**config.mk**
```make
export PLATFORM = sky130hd
export DESIGN_NAME = wb_port_arbiter
export DESIGN_NICKNAME = d
export VERILOG_FILES = /design/src/rtl/wb_port_arbiter_pkg.sv /design/src/rtl/wb_port_arbiter_rr_arb2.sv /design/src/rtl/wb_port_arbiter.sv
export SDC_FILE = /design/constraint.sdc
export NUM_CORES = 1
export LEC_CHECK = 0
export CORE_MARGIN = 2
export CORE_UTILIZATION = 39
export DETAILED_ROUTE_END_ITERATION = 6
export GPL_TIMING_DRIVEN = 0
export PLACE_DENSITY = 0.86
export SLEW_MARGIN = 20
export SYNTH_ARGS = -nofsm -noshare
export SYNTH_HDL_FRONTEND = slang
export SYNTH_SLANG_ARGS = --single-unit
```
**constraint.sdc**
```tcl
create_clock -name clk -period 3.1 [get_ports clk]
set_clock_uncertainty 0.05 [all_clocks]
set_input_delay 0.31 -clock clk [delete_from_list [all_inputs] [get_ports clk]]
set_output_delay 0.31 -clock clk [all_outputs]
set_load 0.005 [all_outputs]
```
**src/rtl/wb_port_arbiter_pkg.sv**
```systemverilog
// Shared widths and requester identities for the write-back port arbiter.
// Latency: none (declarations only).
// Backpressure: not applicable.
package wb_port_arbiter_pkg;

    // Default register-file geometry: 32 registers of 32 bits.
    localparam int DATA_W  = 32;
    localparam int ADDR_W  = 5;

    // Number of requesters competing for the single write port.
    localparam int NUM_REQ = 2;

    // Requester identity. The encoding is also the bit index into the
    // valid/grant vectors and the value reported on last_grant.
    typedef enum logic {
        REQ_ALU  = 1'b0,
        REQ_LOAD = 1'b1
    } req_id_t;

    // The requester that did not win; the priority pointer moves here
    // after every transfer.
    function automatic req_id_t other_req(input req_id_t id);
        return (id == REQ_ALU) ? REQ_LOAD : REQ_ALU;
    endfunction

endpackage : wb_port_arbiter_pkg

```
**src/rtl/wb_port_arbiter_rr_arb2.sv**
```systemverilog
// Two-input round-robin arbiter with a one-bit priority pointer.
// Latency: grant is combinational from valids, pointer and stall; pointer updates on the transfer edge.
// Backpressure: i_stall (or reset) withholds every grant; the pointer then holds.
//
// Ports:
//   i_clk, i_reset  clock and asynchronous active-high reset
//   i_vld           per-requester valid, indexed by req_id_t
//   i_stall         shared resource unavailable this cycle
//   o_gnt           per-requester grant (doubles as ready), at most one hot
//   o_gnt_id        identity of the granted requester (meaningful when o_xfer)
//   o_xfer          a transfer happens this cycle
module rr_arb2
    import wb_port_arbiter_pkg::*;
(
    input  logic               i_clk,
    input  logic               i_reset,
    input  logic [NUM_REQ-1:0] i_vld,
    input  logic               i_stall,
    output logic [NUM_REQ-1:0] o_gnt,
    output req_id_t            o_gnt_id,
    output logic               o_xfer
);

    req_id_t            r_prio;
    logic [NUM_REQ-1:0] w_gnt;
    req_id_t            w_gnt_id;
    logic               w_xfer;

    // Grant selection. A lone requester always wins; the pointer only
    // breaks ties. Reset gates the grant combinationally so nothing can
    // be handed out while the pipeline is being cleared.
    always_comb begin
        w_gnt = '0;
        if (!i_reset && !i_stall) begin
            case (i_vld)
                2'b01:   w_gnt = 2'b01;
                2'b10:   w_gnt = 2'b10;
                2'b11:   w_gnt = (r_prio == REQ_ALU) ? 2'b01 : 2'b10;
                default: w_gnt = 2'b00;
            endcase
        end
    end

    // Grant is one-hot or zero, so the load bit alone names the winner.
    assign w_gnt_id = w_gnt[REQ_LOAD] ? REQ_LOAD : REQ_ALU;
    assign w_xfer   = |w_gnt;

    // Ready is only ever raised alongside valid, so a grant is a transfer.
    // After each transfer the loser gets priority, which bounds waiting
    // to one lost tie.
    always_ff @(posedge i_clk or posedge i_reset) begin
        if (i_reset) begin
            r_prio <= REQ_ALU;
        end else if (w_xfer) begin
            r_prio <= other_req(w_gnt_id);
        end
    end

    assign o_gnt    = w_gnt;
    assign o_gnt_id = w_gnt_id;
    assign o_xfer   = w_xfer;

endmodule : rr_arb2

```
**src/rtl/wb_port_arbiter.sv**
```systemverilog
// Arbitrates ALU and load write-backs onto a single register-file write port.
// Latency: one cycle from handshake to RegWrite/Rd/Write_data (registered outputs).
// Backpressure: wb_stall drops both readys; requesters hold rd/data until accepted.
//
// Ports:
//   clk, reset                      clock and asynchronous active-high reset
//   alu_valid/alu_rd/alu_data       ALU write-back request, alu_ready accepts it
//   mem_valid/mem_rd/mem_data       load write-back request, mem_ready accepts it
//   wb_stall                        write port unavailable this cycle
//   RegWrite/Rd/Write_data          register-file write port
//   last_grant                      requester of the most recent transfer (0 ALU, 1 load)
module wb_port_arbiter
    import wb_port_arbiter_pkg::req_id_t;
    import wb_port_arbiter_pkg::REQ_ALU;
    import wb_port_arbiter_pkg::REQ_LOAD;
    import wb_port_arbiter_pkg::NUM_REQ;
#(
    parameter int DATA_W = wb_port_arbiter_pkg::DATA_W,
    parameter int ADDR_W = wb_port_arbiter_pkg::ADDR_W
) (
    input  logic              clk,
    input  logic              reset,

    input  logic              alu_valid,
    input  logic [ADDR_W-1:0] alu_rd,
    input  logic [DATA_W-1:0] alu_data,
    output logic              alu_ready,

    input  logic              mem_valid,
    input  logic [ADDR_W-1:0] mem_rd,
    input  logic [DATA_W-1:0] mem_data,
    output logic              mem_ready,

    input  logic              wb_stall,

    output logic              RegWrite,
    output logic [ADDR_W-1:0] Rd,
    output logic [DATA_W-1:0] Write_data,
    output logic              last_grant
);

    logic [NUM_REQ-1:0] w_vld;
    logic [NUM_REQ-1:0] w_gnt;
    req_id_t            w_gnt_id;
    logic               w_xfer;
    logic [ADDR_W-1:0]  w_sel_rd;
    logic [DATA_W-1:0]  w_sel_data;
    logic               w_sel_is_x0;

    logic               r_reg_write;
    logic [ADDR_W-1:0]  r_rd;
    logic [DATA_W-1:0]  r_wdata;
    req_id_t            r_last_grant;

    always_comb begin
        w_vld           = '0;
        w_vld[REQ_ALU]  = alu_valid;
        w_vld[REQ_LOAD] = mem_valid;
    end

    rr_arb2 u_arb (
        .i_clk    (clk),
        .i_reset  (reset),
        .i_vld    (w_vld),
        .i_stall  (wb_stall),
        .o_gnt    (w_gnt),
        .o_gnt_id (w_gnt_id),
        .o_xfer   (w_xfer)
    );

    assign alu_ready = w_gnt[REQ_ALU];
    assign mem_ready = w_gnt[REQ_LOAD];

    // Steer the winner's payload toward the write port.
    assign w_sel_rd    = (w_gnt_id == REQ_LOAD) ? mem_rd   : alu_rd;
    assign w_sel_data  = (w_gnt_id == REQ_LOAD) ? mem_data : alu_data;

    // x0 is hard-wired zero: the handshake still completes and arbitration
    // state advances, but no write is issued.
    assign w_sel_is_x0 = (w_sel_rd == '0);

    // Output stage. Rd/Write_data only move on a transfer so the port
    // holds its last address/data when idle; RegWrite is a one-cycle pulse.
    always_ff @(posedge clk or posedge reset) begin
        if (reset) begin
            r_reg_write  <= 1'b0;
            r_rd         <= '0;
            r_wdata      <= '0;
            r_last_grant <= REQ_ALU;
        end else begin
            r_reg_write <= w_xfer && !w_sel_is_x0;
            if (w_xfer) begin
                r_rd         <= w_sel_rd;
                r_wdata      <= w_sel_data;
                r_last_grant <= w_gnt_id;
            end
        end
    end

    assign RegWrite   = r_reg_write;
    assign Rd         = r_rd;
    assign Write_data = r_wdata;
    assign last_grant = r_last_grant;

endmodule : wb_port_arbiter

```
==> flow_summary.ini, run 1 <==
[clock_network]
cts_buffer_depth = 2
cts_tree = done
cts_resized = 0
cts_setup_buffers = 0
numClockSinks = 40
clock_latency_ns = 0.28
clk_pin_slew_ns = 0.07
holdBufCountCts = 0
htree_levels = 2
cts_buffers = 5
cts-root-buf = clkbuf_8

[global_route]
grt_pass1_vias = 1892
grt_max_degree = 27
grt_usage_pct = 21.82
grt_first_pass_wirelength_um = 9011
antenna_found_initial = 0
grt_overflow = 0

[synthesis]
ys_types = 24
synth-compound-area-share_pct = 22.80
synth-warning-count = 0
synth_cells = 161
synthXorXnorAreaFrac_pct = 0
synth_top_family_by_area = compound AO/OA/AOI/OAI gates
synth_fp_nets = 240
synth-seq-cells = 40
synthMuxAreaShare_pct = 0
yosysSeqAreaShare_pct = 54.27
synth_fa_ha_area_share_pct = 0
syn_area_per_cell_um2 = 11.46
netlist_area_mm2 = 0.001844
yosys.area_share.simple_pct = 16.62

[place]
place.gp.congestion = 0.7631
dp_hpwl_um = 4247
port_buffers = 119

[critical_path]
worstSetupStartpointType = primary input
crit_start = reset
crit_path_end_kind = output pin
crit_arrival_ns = 2.49
cp.required_ns = 2.74
crit_type = primary input to output pin
path_max_fanout = 10
reg2reg_from = u_arb.r_prio
reg2regPathDepth = 6

[final_layout]
nFillCells = 392
area_growth_pct = 74.56
diodes = 0
drive_above_1_share_pct = 5.556
final_common_cell = clkdlybuf4s50_1
multiInputGateArea_um2 = 726.9
nets = 367
final_cell_mix = clkdlybuf4s50_1, dfrtp_1, and3_1, a221o_1, clkbuf_1
seq_area_mm2 = 0.001001

[power]
p_leak_uw = 0.001429
powerDensity_mw_per_mm2 = 488.8
peakVddDrop_uv = 260.9

[timing]
setup_violations = 0
hold_viol = 0
fin_tns_setup_ns = 0
hold_slack_ns = 0.3620
relSlewSlack_pct = 67.47
fmaxAchievable_mhz = 351.3
grt_setup_unrepaired = no
tightest_slew_ns = 0.4880
report.final.slew_viol_count = 0
period_share_pct = 91.82
min_period_ns = 2.846

[floorplanning]
die_x_um = 72.77
start_util_pct = 39.84
floorplan.rows = 25
fp.dieH_um = 72.77
coreArea_mm2 = 0.004629
num_io_pins = 120
die_area_mm2 = 0.005295

[min_path]
min_path_type = primary input to async pin

[outcome]
status = complete, no violations

[routing]
drt-total-wl_um = 5730
viasPerCell = 5.635
first_pass_iters = 4
avgRoutedWirePerCell_um = 16.75
final_antenna_net_count = 0
route.detailed.drc = 0
drt_iter0_drc = 87
via_count = 1927

[run]
cap_viol_max_count = 0
[layout make-up]
| class | count | share of cell area [%] |
|---|---|---|
| Buffer | 16 | 2.993 |
| Clock buffer | 7 | 2.993 |
| Inverter | 4 | 0.6218 |
| Multi-Input combinational cell | 101 | 22.58 |
| Sequential cell | 40 | 31.09 |
| Tap cell | 54 | 2.099 |
| Timing Repair Buffer | 120 | 37.62 |
[flip-flops by register name, summed over array words and instances (netlist names)]
name / count
Rd: 5
last_grant: 1
Write_data: 32
RegWrite: 1
u_arb.r_prio: 1
[power by group]
part	switching, uW	total [uW]	internal, uW
Sequential	61.0	689	628
Clock	173	371	198
Combinational	158	514	356
[critical path, stage by stage]
cell and delay [ns]:
clkdlybuf4s50_1 0.48, a211oi_1 0.30, clkbuf_1 0.34, buf_2 0.30, nand2_1 0.13, inv_1 0.11, clkdlybuf4s50_1 0.52
[worst paths after layout]
kind,endpoint,slack (ns)
worst max-delay path,alu_ready,0.25
worst min-delay path,Write_data[22],0.36
worst max register to register,Write_data[8],1.26
worst min register to register,last_grant,0.44
max in group asynchronous,Write_data[9],2.19
min in group clk,last_grant,0.44
[synthesized netlist by cell type]
cell type,count,area [um^2]
a211o_1,1,8.760
clkinv_4,1,8.760
clkbuf_1,10,37.54
nor2_1,3,11.26
a221o_1,31,310.3
buf_8,1,15.01
o22ai_1,1,6.260
a21o_1,1,7.510
inv_1,3,11.26
a211oi_1,1,7.510
and2b_1,1,7.510
buf_6,3,33.78
buf_2,2,10.01
or3b_1,1,8.760
o21ai_0,7,35.03
or2_1,1,6.260
o21a_1,1,7.510
nand3_1,6,30.03
or4_1,2,15.01
nor3_1,6,30.03
nand2_1,1,3.750
and3_1,31,193.9
dfrtp_1,40,1001
a31oi_1,6,37.54
[cell families after synthesis]
group	Yosys count
AO/OA/AOI/OAI	49
buffers and inverters	20
flip-flops	40
AND/OR/NAND/NOR	52
[stage by stage]
step	total power (uW)	cell area (um^2)	std cells	worst slack, ns	utilization (%)
4_1_cts	1590	3219	342	0.2233	69.54
3_3_place_gp	1198	3103	334	0.2345	67.03
6_report	1574	3219	342	0.2536	69.54
3_5_place_dp	1211	3123	335	0.2323	67.46
5_1_grt	1657	3219	342	0.03979	69.54
2_1_floorplan	854.4	1844	161	1.411	-
[metal layers]
layer / GRT usage, % / up-vias / share of wire [%]
met2: 35.05 / 97 / 48
met1: 27.76 / 928 / 42
li1: - / 890 / -
met4: 9.053 / 0 / 2.2
met5: 0 / - / 0
met3: 6.077 / 12 / 7.1
Power figures use the tool's default switching activity.
==> run 2, diff against run 1 <==
--- a/config.mk
+++ b/config.mk
@@ -10,6 +10,7 @@
 export DETAILED_ROUTE_END_ITERATION = 6
 export GPL_TIMING_DRIVEN = 0
 export PLACE_DENSITY = 0.86
+export REMOVE_ABC_BUFFERS = 1
 export SLEW_MARGIN = 20
 export SYNTH_ARGS = -nofsm -noshare
 export SYNTH_HDL_FRONTEND = slang
==> flow_summary.ini, run 2 (same netlist as run 1, synthesis figures left out) <==
[critical_path]
max_stage_delay_ns = 0.61
crit_start = mem_valid
reg2reg_from = u_arb.r_prio
cp.required_ns = 2.74
worstSetupStartpointType = primary input
regToRegSetupSlack_ns = 1.29
crit_path_end_kind = output pin
worst-path-buf-inv = 3
slowest_stage = clkdlybuf4s50_1
reg2reg_to = Write_data[23]
reg2regPathDepth = 4
path_common_cell = clkdlybuf4s50_1
crit_arrival_ns = 2.56
cp_cell_sequence = clkdlybuf4s50_1 > or3b_1 > or2_4 > bufinv_16 > clkdlybuf4s50_1
path_max_fanout = 33
crit_type = primary input to output pin
crit_family = buffers and inverters

[routing]
drt-total-wl_um = 6053
route.detailed.drc = 0
avgRoutedWirePerCell_um = 18.34
drt_iter0_drc = 144
first_pass_iters = 4
final_antenna_net_count = 0
viasPerCell = 5.676
via_count = 1873

[floorplanning]
die_area_mm2 = 0.005295
start_util_pct = 39.84
die_x_um = 72.77
coreArea_mm2 = 0.004629
fp.dieH_um = 72.77
num_io_pins = 120
floorplan.rows = 25

[power]
clock_power_share_pct = 25.9
p_leak_uw = 0.001434
combinationalPowerShare_pct = 32.2
pwr-share-seq_pct = 41.9
powerDensity_mw_per_mm2 = 505.7
p_int_uw = 1228
p_sw_share_pct = 25.15
peakVddDrop_uv = 465.8
switchingPower_uw = 412.8

[min_path]
hp-start = last_grant
min_path_type = flip-flop to flip-flop
whs_path_depth = 1
whs_endpoint = last_grant

[global_route]
grt_usage_pct = 23.13
grt_max_degree = 42
grt_pass1_vias = 1907
grt_overflow = 0
antenna_found_initial = 0
grt_first_pass_wirelength_um = 9542

[place]
dp_slack_ns = 0.07982
dp_hpwl_um = 4270
port_buffers = 119
dpl.cell_count = 322
place.gp.congestion = 0.7732

[timing]
hold_viol = 0
relSlewSlack_pct = 55.87
report.final.slew_viol_count = 0
grt_setup_unrepaired = no
fin_ws_ns = 0.1767
fmaxAchievable_mhz = 342.1
min_period_ns = 2.923
setup_violations = 0
tightest_slew_ns = 0.6620
period_share_pct = 94.30

[final_layout]
nets = 354
nFillCells = 358
area_growth_pct = 75.98
final_cell_count_no_fill = 330
largest_reg_flops = 32
final_common_cell = clkdlybuf4s50_1
drive_above_1_share_pct = 6.522
final_cell_mix = clkdlybuf4s50_1, dfrtp_1, and3_1, a221o_1
diodes = 0

[clock_network]
cts-root-buf = clkbuf_8
cts_resized = 0
cts_tree = done
cts_buffer_depth = 2
cts_buffers = 5
holdBufCountCts = 0
numClockSinks = 40
htree_levels = 2
clock_latency_ns = 0.28
clk_pin_slew_ns = 0.08
cts_setup_buffers = 0

[outcome]
status = complete, no violations

[run]
cap_viol_max_count = 0
-- run 2: worst reg2reg max path, delay by kind of cell, from the launching register on --
kind,cells,cell delay [ns]
AND/OR/NAND/NOR,2,0.58
flip-flops,1,0.44
AO/OA/AOI/OAI,1,0.38
buffers and inverters,1,0.24
-- run 2: cell type report --
type	count	area, um^2	share of cell area [%]
timing repair buffer	123	1271	39.17
multi-input combinational	101	753.2	23.21
sequential	40	1001	30.84
inverter	4	41.29	1.272
clock buffer	5	68.82	2.120
tap	54	67.56	2.082
clock inverter	3	42.54	1.311
-- run 2: power groups by stage --
stage	clock network (uW)	registers (uW)	logic, uW
global route	461	701	568
CTS	433	688	530
global placement	0	689	503
floorplan	0	700	140
finish	425	688	528
detailed placement	0	697	525
-- run 2: worst max-delay path by stage --
stage	cells after the start	to
after CTS	5	mem_ready
after global routing	5	mem_ready
after floorplan	3	alu_ready
after detailed placement	5	mem_ready
after global placement	5	alu_ready
final	5	mem_ready
-- run 2: metrics by stage --
stage               TNS (ns)  total power, uW  utilization [%]  area (um^2)  hold WS [ns]
finish                     0             1641            70.11         3246        0.4536
global route               0             1731            70.11         3246        0.4698
CTS                        0             1651            69.59         3222        0.4561
detailed placement         0             1222            67.19         3110        0.4252
global placement      -79.54             1192            64.95         3007        0.4147
floorplan                  0            840.7                -         1748        0.4060
-- run 2: layer usage --
layer | track usage [%] | vias to the layer above | share of wire [%]
met4 | 5.556 | 0 | 1.0
met5 | 0 | - | 0
li1 | - | 867 | -
met2 | 38.99 | 80 | 50
met3 | 4.420 | 6 | 7.4
met1 | 30.84 | 920 | 41
==> run 3, diff against run 2 <==
--- a/config.mk
+++ b/config.mk
@@ -5,7 +5,7 @@
 export SDC_FILE = /design/constraint.sdc
 export NUM_CORES = 1
 export LEC_CHECK = 0
-export CORE_MARGIN = 2
+export CORE_MARGIN = 3
 export CORE_UTILIZATION = 39
 export DETAILED_ROUTE_END_ITERATION = 6
 export GPL_TIMING_DRIVEN = 0
==> flow_summary.ini, run 3 (same netlist as run 1, synthesis figures left out) <==
[critical_path]
crit_family = buffers and inverters
regToRegSetupSlack_ns = 1.27
worstSetupStartpointType = primary input
slowest_stage = clkdlybuf4s50_1
crit_type = primary input to output pin
crit_arrival_ns = 2.57
path_max_fanout = 33
cp_cell_sequence = clkdlybuf4s50_1 > or3b_1 > or2_4 > bufinv_16 > clkdlybuf4s50_1
reg2regPathDepth = 4
path_common_cell = clkdlybuf4s50_1
reg2reg_to = Write_data[24]
worst-path-buf-inv = 3
cp.required_ns = 2.74
max_stage_delay_ns = 0.60
crit_path_end_kind = output pin
reg2reg_from = u_arb.r_prio

[place]
place.gp.congestion = 0.8176
dp_hpwl_um = 4201
port_buffers = 119
placed_area_mm2 = 0.003082

[clock_network]
cts-root-buf = clkbuf_8
cts_buffer_depth = 2
clock_latency_ns = 0.28
numClockSinks = 40
clk_pin_slew_ns = 0.07
cts_setup_buffers = 0
htree_levels = 2
cts_tree = done
cts_buffers = 5
holdBufCountCts = 0
cts_resized = 0

[timing]
period_share_pct = 94.40
hold_viol = 0
min_period_ns = 2.926
setup_violations = 0
grt_setup_unrepaired = no
relSlewSlack_pct = 54.42
tightest_slew_ns = 0.6816
report.final.slew_viol_count = 0
fmaxAchievable_mhz = 341.7
hold_slack_ns = 0.4177

[global_route]
grt_usage_pct = 20.90
antenna_found_initial = 0
grt_max_degree = 42
grt_first_pass_wirelength_um = 8859
grt_overflow = 0
grt_pass1_vias = 1749

[power]
totalPowerFinal_uw = 1539
powerDensity_mw_per_mm2 = 483.5
combinationalPowerShare_pct = 34.0
p_int_uw = 1139
p_leak_uw = 0.001409
switchingPower_uw = 399.6
clock_power_share_pct = 21.2
pwr-share-seq_pct = 44.8
peakVddDrop_uv = 253.9
p_sw_share_pct = 25.96

[final_layout]
final_cell_mix = clkdlybuf4s50_1, dfrtp_1, and3_1, a221o_1
drive_above_1_share_pct = 5.474
final_common_cell = clkdlybuf4s50_1
area_growth_pct = 72.59
largest_reg_flops = 32
nets = 353
design_area_mm2 = 0.003183
post-route-util_pct = 71.14
nFillCells = 336
diodes = 0
seq_area_mm2 = 0.001001
multiInputGateArea_um2 = 753.2

[floorplanning]
coreArea_mm2 = 0.004474
start_util_pct = 41.22
fp.dieH_um = 74.77
num_io_pins = 120
die_area_mm2 = 0.005590
die_x_um = 74.77
floorplan.rows = 24

[routing]
final_antenna_net_count = 0
viasPerCell = 5.831
drt_iter0_drc = 129
route.detailed.drc = 0
drt-total-wl_um = 5927
avgRoutedWirePerCell_um = 18.18
first_pass_iters = 4
via_count = 1901

[run]
cap_viol_max_count = 0

[outcome]
status = complete, no violations

[min_path]
min_path_type = primary input to async pin
==> run 3: cell types whose count changed in the layout (fill, tap and decap cells not counted) <==
cell | previous run | this run
buf_8 | 2 | 0
buf_12 | 0 | 1
buf_16 | 2 | 1
buf_6 | 0 | 1
bufinv_16 | 2 | 1
clkbuf_1 | 0 | 1
clkinvlp_4 | 1 | 0
==> run 3: worst max-delay path by stage <==
stage	from	to	slack, ns	cells after the start
4_1_cts	mem_valid	mem_ready	0.09	5
3_3_place_gp	reset	alu_ready	-2.07	5
3_5_place_dp	mem_valid	mem_ready	0.09	5
2_1_floorplan	u_arb.r_prio	alu_ready	0.44	3
6_report	mem_valid	mem_ready	0.17	5
5_1_grt	mem_valid	mem_ready	0.11	5
==> run 3: through the flow <==
step / setup TNS [ns] / setup slack [ns] / instances
6_report: 0 / 0.1736 / 326
4_1_cts: 0 / 0.09365 / 326
3_3_place_gp: -73.77 / -2.068 / 316
3_5_place_dp: 0 / 0.08811 / 319
5_1_grt: 0 / 0.1085 / 326
2_1_floorplan: 0 / 0.4378 / 145
==> run 3: final cells by class <==
| class | instances | area share (%) |
|---|---|---|
| Clock buffer | 6 | 2.280 |
| Clock inverter | 1 | 0.1572 |
| Inverter | 4 | 1.297 |
| Multi-Input combinational cell | 101 | 23.66 |
| Sequential cell | 40 | 31.45 |
| Tap cell | 52 | 2.044 |
| Timing Repair Buffer | 122 | 39.11 |
==> run 3: worst register-to-register path, cell delays in order, from the launching register on <==
cell and delay, ns:
dfrtp_1 0.44, and2b_1 0.36, or2_4 0.24, bufinv_16 0.24, a221o_1 0.38
==> run 3: routing by layer <==
| metal | GRT usage, % | vias up | wire length, um |
|---|---|---|---|
| li1 | - | 867 | - |
| met1 | 28.29 | 925 | 2508 |
| met2 | 32.68 | 100 | 2758 |
| met3 | 6.676 | 9 | 592 |
| met4 | 5.336 | 0 | 68 |
| met5 | 0 | - | 0 |
==> run 3: power by group through the flow <==
stage | Sequential, uW | Combinational (uW) | Clock [uW]
floorplan | 700 | 140 | 0
global placement | 691 | 502 | 0
detailed placement | 696 | 524 | 0
CTS | 689 | 526 | 335
global route | 700 | 564 | 358
finish | 689 | 524 | 326
